File: src/rtl/multicycle_ctrl_fsm_pkg.sv
// multicycle_ctrl_fsm_pkg: opcodes, ALU operation codes and controller state encoding
package multicycle_ctrl_fsm_pkg;

    localparam logic [6:0] OP_R      = 7'b0110011;
    localparam logic [6:0] OP_I      = 7'b0010011;
    localparam logic [6:0] OP_LOAD   = 7'b0000011;
    localparam logic [6:0] OP_STORE  = 7'b0100011;
    localparam logic [6:0] OP_BRANCH = 7'b1100011;
    localparam logic [6:0] OP_LUI    = 7'b0110111;
    localparam logic [6:0] OP_JAL    = 7'b1101111;
    localparam logic [6:0] OP_RW     = 7'b0111011;
    localparam logic [6:0] OP_IW     = 7'b0011011;

    localparam logic [6:0] F7_BASE = 7'b0000000;
    localparam logic [6:0] F7_ALT  = 7'b0100000;

    localparam logic [3:0] ALU_ADD  = 4'd0;
    localparam logic [3:0] ALU_SUB  = 4'd1;
    localparam logic [3:0] ALU_SLL  = 4'd2;
    localparam logic [3:0] ALU_SLT  = 4'd3;
    localparam logic [3:0] ALU_SLTU = 4'd4;
    localparam logic [3:0] ALU_XOR  = 4'd5;
    localparam logic [3:0] ALU_SRL  = 4'd6;
    localparam logic [3:0] ALU_SRA  = 4'd7;
    localparam logic [3:0] ALU_OR   = 4'd8;
    localparam logic [3:0] ALU_AND  = 4'd9;

    typedef enum logic [2:0] {
        S_IDLE,
        S_DECODE,
        S_EXEC,
        S_MEM,
        S_WB,
        S_TRAP
    } state_t;

endpackage

File: src/rtl/multicycle_ctrl_fsm_alu_op_decoder.sv
// multicycle_ctrl_fsm_alu_op_decoder: opcode/func3/func7 -> alu_op, operand select, legality; RV64W_OPS_EN adds word ops
module multicycle_ctrl_fsm_alu_op_decoder
    import multicycle_ctrl_fsm_pkg::*;
(
    input  logic [6:0] opcode,
    input  logic [2:0] func3,
    input  logic [6:0] func7,
    output logic [3:0] alu_op,
    output logic       alu_src_imm,
`ifdef RV64W_OPS_EN
    output logic       alu_word,
`endif
    output logic       legal
);

    logic       r_type;
    logic       i_type;
    logic [3:0] f3_op;

    // Classify opcode; word variants share the register/immediate ALU rules
    always_comb begin
`ifdef RV64W_OPS_EN
        r_type   = opcode == OP_R || opcode == OP_RW;
        i_type   = opcode == OP_I || opcode == OP_IW;
        alu_word = opcode == OP_RW || opcode == OP_IW;
`else
        r_type   = opcode == OP_R;
        i_type   = opcode == OP_I;
`endif
    end

    // func3 selects the ALU function; func7[5] picks SUB (register form only) or SRA
    always_comb begin
        f3_op = ALU_ADD;
        case (func3)
            3'b000:  f3_op = (r_type && func7[5]) ? ALU_SUB : ALU_ADD;
            3'b001:  f3_op = ALU_SLL;
            3'b010:  f3_op = ALU_SLT;
            3'b011:  f3_op = ALU_SLTU;
            3'b100:  f3_op = ALU_XOR;
            3'b101:  f3_op = func7[5] ? ALU_SRA : ALU_SRL;
            3'b110:  f3_op = ALU_OR;
            default: f3_op = ALU_AND;
        endcase
    end

    // Final operation, operand B source and legality per opcode class
    always_comb begin
        alu_op      = (r_type || i_type) ? f3_op : (opcode == OP_BRANCH) ? ALU_SUB : ALU_ADD;
        alu_src_imm = !(r_type || opcode == OP_BRANCH);
        legal       = r_type ? (func7 == F7_BASE || (func7 == F7_ALT && (func3 == 3'b000 || func3 == 3'b101))) :
                      (opcode == OP_BRANCH) ? (func3 == 3'b000 || func3 == 3'b001) :
                      (i_type || opcode == OP_LOAD || opcode == OP_STORE || opcode == OP_LUI || opcode == OP_JAL);
    end

endmodule

File: src/rtl/multicycle_ctrl_fsm.sv
// multicycle_ctrl_fsm: RV64 multi-cycle control unit (IDLE/DECODE/EXEC/MEM/WB/TRAP); RV64W_OPS_EN enables word ops and alu_word
module multicycle_ctrl_fsm
    import multicycle_ctrl_fsm_pkg::*;
#(
    parameter int MEM_TIMEOUT = 16,
    parameter int CNT_W       = 16
) (
    input  logic             clk,
    input  logic             reset,
    input  logic             instr_valid,
    output logic             instr_ready,
    input  logic [31:0]      instruction,
    output logic [4:0]       rd,
    output logic [4:0]       rs1,
    output logic [4:0]       rs2,
    output logic [2:0]       func3,
    output logic [3:0]       alu_op,
    output logic             alu_src_imm,
`ifdef RV64W_OPS_EN
    output logic             alu_word,
`endif
    input  logic             alu_zero,
    output logic             mem_req,
    output logic             mem_we,
    input  logic             mem_ack,
    output logic             reg_write,
    output logic             mem_to_reg,
    output logic             pc_write,
    output logic             illegal,
    output logic             done,
    output logic [CNT_W-1:0] retired
);

    localparam int TW = $clog2(MEM_TIMEOUT + 1);

    state_t        state;
    state_t        state_nx;
    logic [31:0]   instr_q;
    logic [TW-1:0] tmo;
    logic [6:0]    opcode;
    logic [6:0]    func7;
    logic          legal;
    logic          is_load;
    logic          is_store;
    logic          is_branch;
    logic          timeout;

    assign opcode    = instr_q[6:0];
    assign rd        = instr_q[11:7];
    assign func3     = instr_q[14:12];
    assign rs1       = instr_q[19:15];
    assign rs2       = instr_q[24:20];
    assign func7     = instr_q[31:25];
    assign is_load   = opcode == OP_LOAD;
    assign is_store  = opcode == OP_STORE;
    assign is_branch = opcode == OP_BRANCH;
    assign timeout   = tmo == TW'(MEM_TIMEOUT - 1);

    multicycle_ctrl_fsm_alu_op_decoder u_dec (
        .opcode      (opcode),
        .func3       (func3),
        .func7       (func7),
        .alu_op      (alu_op),
        .alu_src_imm (alu_src_imm),
`ifdef RV64W_OPS_EN
        .alu_word    (alu_word),
`endif
        .legal       (legal)
    );

    // State, latched instruction, MEM wait counter and retired count
    always_ff @(posedge clk or negedge reset) begin
        if (!reset) begin
            state   <= S_IDLE;
            instr_q <= '0;
            tmo     <= '0;
            retired <= '0;
        end else begin
            state <= state_nx;
            if (instr_valid && instr_ready)
                instr_q <= instruction;
            tmo <= (state == S_MEM) ? tmo + 1'b1 : '0;
            if (done && state != S_TRAP)
                retired <= retired + 1'b1;
        end
    end

    // Next state and strobes from current state and latched instruction
    always_comb begin
        state_nx    = state;
        instr_ready = 1'b0;
        mem_req     = 1'b0;
        mem_we      = 1'b0;
        reg_write   = 1'b0;
        mem_to_reg  = 1'b0;
        pc_write    = 1'b0;
        illegal     = 1'b0;
        done        = 1'b0;
        case (state)
            S_IDLE: begin
                instr_ready = 1'b1;
                state_nx    = instr_valid ? S_DECODE : S_IDLE;
            end
            S_DECODE: state_nx = !legal ? S_TRAP : (opcode == OP_LUI || opcode == OP_JAL) ? S_WB : S_EXEC;
            S_EXEC: begin
                pc_write = is_branch && (func3[0] ? !alu_zero : alu_zero);
                done     = is_branch;
                state_nx = (is_load || is_store) ? S_MEM : is_branch ? S_IDLE : S_WB;
            end
            S_MEM: begin
                mem_req  = 1'b1;
                mem_we   = is_store;
                done     = is_store && mem_ack;
                state_nx = mem_ack ? (is_load ? S_WB : S_IDLE) : timeout ? S_TRAP : S_MEM;
            end
            S_WB: begin
                reg_write  = 1'b1;
                mem_to_reg = is_load;
                pc_write   = opcode == OP_JAL;
                done       = 1'b1;
                state_nx   = S_IDLE;
            end
            S_TRAP: begin
                illegal  = 1'b1;
                done     = 1'b1;
                state_nx = S_IDLE;
            end
            default: state_nx = S_IDLE;
        endcase
    end

endmodule

File: config.mk
export PLATFORM = sky130hd
export DESIGN_NAME = multicycle_ctrl_fsm
export DESIGN_NICKNAME = d
export VERILOG_FILES = /design/src/rtl/multicycle_ctrl_fsm_pkg.sv /design/src/rtl/multicycle_ctrl_fsm_alu_op_decoder.sv /design/src/rtl/multicycle_ctrl_fsm.sv
export SDC_FILE = /design/constraint.sdc
export NUM_CORES = 1
export LEC_CHECK = 0
export CAP_MARGIN = 20
export CORE_MARGIN = 2
export CORE_UTILIZATION = 45
export DETAILED_ROUTE_END_ITERATION = 16
export HOLD_SLACK_MARGIN = 0.15
export PLACE_DENSITY = 0.88
export SKIP_CTS_REPAIR_TIMING = 1
export SYNTH_ARGS = -nofsm -noshare
export SYNTH_HDL_FRONTEND = slang
export SYNTH_SLANG_ARGS = --single-unit
export TNS_END_PERCENT = 30
File: constraint.sdc
create_clock -name clk -period 2 [get_ports clk]
set_input_delay 0.6 -clock clk [delete_from_list [all_inputs] [get_ports clk]]
set_output_delay 0.6 -clock clk [all_outputs]
set_load 0.05 [all_outputs]
==> out/summary.txt, run 1 <==
outcome: finished, violations left
failing checks: negative setup slack
sequential share of power: 30.4%
Rel. slew slack: 77.4%
Num CTS Buffers: 5
initial core utilization: 46.4%
pre-CTS WS: -0.502 ns
Leak: 1.91 nW
Max FO, Critical Path: 2
htree depth: 2
clock tree buffer depth: 2
detailed placement HPWL: 5130 µm
most frequent cell after synthesis: dfrtp_1
syn nets: 293
I/O pins: 84
via count of the first global-routing pass: 2302
Initial DRT Pass Iterations: 5
gp weighted congestion: 0.834
r2r startpoint: state[2]
post-synthesis cell area: 0.00293 mm²
final instance area: 0.00429 mm²
Int Power: 3.46 mW
root buffer cell: clkbuf_8
CTS tree: done
RSZ-0062 raised after global routing: yes
Power, Total: 6.34 mW
final wirelength: 7030 µm
port bufs: 83
Final ANT Viol Nets: 0
layout cell share with drive strength beyond 1: 37.5%
clk_skew: 0.00543 ns
worst-margin pin slew: 0.335 ns
HP Class: primary input to asynchronous set/reset pin
WP data required: 1.40 ns
Die W: 84.7 µm
global-route wire length before repair: 11400 µm
max-slew violation count: 0
Synth top cells by count: dfrtp_1, mux2_1, buf_4
maximum clock rate: 420 MHz
NetSw: 2.87 mW
total of max-cap violations: 0
r2r endpoint: retired[10]
Core Rows: 29
Routed WL per cell: 16.6 µm
Setup crit end kind: primary output
Tot GR Track Use: 19.8%
Synth Register Bits: 56
Post-synth EDFFs: 0
top-area cell type share of the netlist area: 47.8%
Arr. time, crit path: 1.78 ns
Mean Syn Cell Area: 11.6 µm²
Die Area: 0.00717 mm²
fin worst setup slack: -0.379 ns
initial antenna violation count: 0
reg2reg path depth: 8
post-route DRC violation count: 0
area delta synth->final: 46.4%
ys async rst share: 100%
fin crit period: 2.38 ns
CP Class: flop to primary output
gr ovfl total: 0
ANT cells: 0
Seq/Total Area, Yosys: 47.8%
flop2flop setup slack: 0.05 ns
cell count after synthesis: 253
clock slew at reported path FFs: 0.10 ns
Clk Latency, worst-skew pair: 0.31 ns
cell taking the most area after synthesis: dfrtp_1
endpoints failing setup: 10
Final Cycle Share: 119%
logic gate share of total power: 56.9%
Syn. warnings: 0
Worst VDD drop: 1.19 mV
Worst setup startpoint: state[2]
routed vias/inst: 5.34
core area: 0.00631 mm²
setup_tns: -2.30 ns
clock sinks: 56
startpoint types: flop
largest net degree at the start of global routing: 57
pwr dens: 1480 mW/mm²
DRT iter0 DRCs: 125
final hold vios: 0
top cells by area, synth: dfrtp_1, mux2_1, buf_4
die height: 84.7 µm
fin nets: 386
sw frac: 45.4%
synth unique cells: 51
Clk pwr share: 12.7%
DR vias: 2264
Main synth FF type: dfrtp_1
Area after DPL: 0.00410 mm²
==> cells by family after synthesis <==
group / synth area share [%]
xor gates and xnor gates: 6.23
and+or+nand+nor: 17.4
DFF: 47.8
muxes: 12.3
buffers and inverters: 8.41
AOI/OAI and AO/OA: 6.62
adders and majority gates: 1.28
==> cell type report <==
class	instances	area [µm²]
clock buffers	7	96.3
multi-input cells	159	1450
fillers	447	2020
clock inverters	1	30.0
inverters	8	30.0
repair buffers	116	1180
flip-flops and latches	56	1400
well taps	77	96.3
==> registers in the layout, indices dropped and copies added (netlist names) <==
| register | flops |
|---|---|
| tmo | 5 |
| instr_q | 32 |
| state | 3 |
| retired | 16 |
==> cells in the final DEF (no fill, tap or decap), types with 8 or more instances in the layout <==
cell and instances:
nand2_1 11, and3_1 8, buf_12 17, mux2_1 31, dfrtp_1 54, xnor2_1 14
buf_4 59, clkdlybuf4s50_1 35
==> power groups by stage <==
stage / sequential, mW / combinational, mW / clock (mW)
floorplan: 1.95 / 2.43 / 0
global placement: 1.88 / 3.44 / 0
detailed placement: 1.91 / 3.52 / 0
CTS: 1.90 / 3.54 / 0.822
global route: 1.98 / 3.79 / 0.862
finish: 1.93 / 3.61 / 0.806
==> how the worst max path moves through the flow <==
stage / end / slack, ns / cells past startpoint
2_1_floorplan: pc_write / -0.23 / 5
3_3_place_gp: pc_write / -0.48 / 6
3_5_place_dp: pc_write / -0.50 / 6
4_1_cts: pc_write / -0.51 / 6
5_1_grt: pc_write / -0.44 / 5
6_report: pc_write / -0.38 / 5
==> layer usage <==
metal / vias to the layer above / global-route usage, % / share of wire, % / routed length [µm]
met5: - / 0 / 0 / 0
met4: 0 / 4.76 / 1.4 / 95
met3: 11 / 4.33 / 4.9 / 346
met2: 71 / 33.4 / 52 / 3630
met1: 1119 / 26.1 / 42 / 2960
li1: 1063 / - / - / -
==> through the flow <==
stage / cells / utilization, % / hold slack (ns)
floorplan: 253 / - / 0.304
global placement: 416 / 65.0 / 0.444
detailed placement: 416 / 65.0 / 0.456
CTS: 424 / 67.0 / 0.288
global route: 424 / 68.0 / 0.293
finish: 424 / 68.0 / 0.270
==> worst max-delay path: stages, from the launching register on <==
cell	delay [ns]
dfrtp_1	0.39
or3b_4	0.43
nor4_4	0.27
a31oi_4	0.06
nor3_4	0.16
buf_12	0.16
Note: power is estimated with default switching activity, not from simulation.
==> inputs of run 2 (changes only) <==
Settings changed: CTS_BUF_LIST set to sky130_fd_sc_hd__clkbuf_8 sky130_fd_sc_hd__clkbuf_16.
==> results of run 2 <==
Same layout as run 1: the final DEF is identical, and so are final timing and power.
==> inputs of run 3 (changes only) <==
Settings changed: SKIP_LAST_GASP set to 1, SLEW_MARGIN set to 20.
==> run 3 against run 2 <==
Against the previous run: the run still ends with negative setup slack left; worst setup slack hardly changed; routed wire length is 3.7% lower; first-iteration DRC count is 8.8% lower; register-to-register slack better by 0.02 ns; non-clock buffer count stayed put; clock skew is 0.00094 ns higher; final area is 1.0% lower; sequential share of layout area is 0.28 points higher; sequential power hardly changed.
==> out/summary.txt, run 3 (synthesis gave the netlist of run 1 again) <==
CTS tree: done (unchanged)
layout cell share with drive strength beyond 1: 35.4% (was 37.5%)
outcome: finished, violations left (unchanged)
Final ANT Viol Nets: 0 (unchanged)
Initial DRT Pass Iterations: 4 (was 5)
max FFs per register: 32 (unchanged)
Final Cycle Share: 119% (about the same)
Leak: 1.89 nW (was 1.91 nW)
Setup crit end kind: primary output (unchanged)
WP data required: 1.40 ns (about the same)
gr ovfl total: 0 (unchanged)
Die W: 84.7 µm (unchanged)
fin worst setup slack: -0.379 ns (about the same)
htree depth: 2 (unchanged)
Worst VDD drop: 1.20 mV (was 1.19 mV)
DR vias: 2264 (unchanged)
post-route DRC violation count: 0 (unchanged)
ANT cells: 0 (unchanged)
maximum clock rate: 420 MHz (about the same)
HP Class: primary input to asynchronous set/reset pin (unchanged)
total of max-cap violations: 0 (unchanged)
initial core utilization: 46.4% (unchanged)
endpoints failing setup: 11 (was 10)
pre-CTS WS: -0.502 ns (unchanged)
Int Power: 3.43 mW (was 3.46 mW)
commonest cells after routing, fill and taps aside: buf_4, dfrtp_1, clkdlybuf4s50_1 (unchanged)
critical path's slowest cell: or3b_4 (unchanged)
final hold vios: 0 (unchanged)
detailed placement HPWL: 5130 µm (unchanged)
Num CTS Buffers: 5 (unchanged)
worst path bufs/invs: 1 (unchanged)
clock sinks: 56 (unchanged)
fin crit period: 2.38 ns (about the same)
Clk pwr share: 12.9% (was 12.7%)
area delta synth->final: 44.9% (was 46.4%)
Tot GR Track Use: 19.8% (unchanged)
Arr. time, crit path: 1.78 ns (about the same)
Top reg by flops: instr_q (unchanged)
gp weighted congestion: 0.834 (unchanged)
via count of the first global-routing pass: 2302 (unchanged)
logic gate share of total power: 56.6% (was 56.9%)
most common cell after layout, fill and taps aside: buf_4 (unchanged)
routed vias/inst: 5.34 (unchanged)
core area: 0.00631 mm² (unchanged)
CP delay by family, top: simple AND/OR/NAND/NOR gates (unchanged)
fin nets: 386 (unchanged)
sw frac: 45.1% (was 45.4%)
final wirelength: 6770 µm (was 7030 µm)
failing checks: negative setup slack (unchanged)
pwr dens: 1470 mW/mm² (was 1480 mW/mm²)
max-slew violation count: 0 (unchanged)
global-route wire length before repair: 11400 µm (unchanged)
NetSw: 2.82 mW (was 2.87 mW)
Routed WL per cell: 16.0 µm (was 16.6 µm)
DRT iter0 DRCs: 114 (was 125)
initial antenna violation count: 0 (unchanged)
Rel. slew slack: 76.7% (was 77.4%)
largest net degree at the start of global routing: 57 (unchanged)
Clk Latency, worst-skew pair: 0.31 ns (about the same)
worst-margin pin slew: 0.347 ns (was 0.335 ns)
clock tree buffer depth: 2 (unchanged)
startpoint types: flop (unchanged)
Core Rows: 29 (unchanged)
clock slew at reported path FFs: 0.10 ns (about the same)
die height: 84.7 µm (unchanged)
port bufs: 83 (unchanged)
RSZ-0062 raised after global routing: yes (unchanged)
sequential share of power: 30.5% (was 30.4%)
clk_skew: 0.00637 ns (was 0.00543 ns)
CP Class: flop to primary output (unchanged)
I/O pins: 84 (unchanged)
Top Registers: instr_q x32, retired x16, tmo x5 (unchanged)
worst path cell trace: or3b_4 -> nor4_4 -> a31oi_4 -> nor3_4 -> buf_12 (unchanged)
Die Area: 0.00717 mm² (unchanged)
root buffer cell: clkbuf_8 (unchanged)
setup_tns: -2.69 ns (was -2.30 ns)
CP peak stage delay: 0.43 ns (about the same)
Max FO, Critical Path: 2 (unchanged)
[run 3: layout make-up]
| type | count | area [µm²] |
|---|---|---|
| tap | 77 | 96.3 |
| clock inverter | 1 | 30.0 |
| fill | 455 | 2070 |
| inverter | 8 | 30.0 |
| clock buffer | 7 | 96.3 |
| sequential | 56 | 1400 |
| timing repair buffer | 116 | 1170 |
| multi-input combinational | 159 | 1420 |
[run 3: routing by layer]
layer	GRT usage, %	vias up	share of wire [%]
met2	33.4	87	51
li1	-	1065	-
met1	26.1	1105	41
met5	0	-	0
met3	4.33	7	6.1
met4	4.76	0	1.2
[run 3: power groups by stage]
| stage | combinational, mW | sequential, mW | clock [mW] |
|---|---|---|---|
| global placement | 3.44 | 1.88 | 0 |
| detailed placement | 3.52 | 1.91 | 0 |
| global route | 3.73 | 1.96 | 0.862 |
| CTS | 3.54 | 1.90 | 0.822 |
| finish | 3.54 | 1.90 | 0.806 |
| floorplan | 2.43 | 1.95 | 0 |
[run 3: path summary, 6_finish.rpt]
check / from / to / slack (ns) / cells past startpoint
worst max-delay path: state[2] / pc_write / -0.38 / 5
worst min-delay path: reset / instr_q[14] / 0.28 / 2
worst max register to register: state[2] / retired[4] / 0.07 / 8
worst min register to register: tmo[0] / tmo[0] / 0.47 / 1
max in group asynchronous: reset / instr_q[3] / 1.48 / 2
min in group clk: tmo[0] / tmo[0] / 0.47 / 1
[run 3: worst reg2reg max path, delay by kind of cell, from the launching register on]
family	cells	cell delay, ns
compound gates	1	0.15
simple gates	3	0.69
buf+inv	3	0.45
xor+xnor	1	0.16
flops	1	0.39
[run 3: stage by stage]
step                utilization [%]  cells  total power, mW  cell area, µm²  hold slack, ns
floorplan                         -    253             4.37            3050           0.304
global route                   67.3    424             6.55            4250           0.292
detailed placement             65.0    416             5.43            4100           0.456
CTS                            67.0    424             6.26            4230           0.288
global placement               65.0    416             5.32            4100           0.444
finish                         67.3    424             6.25            4250           0.276
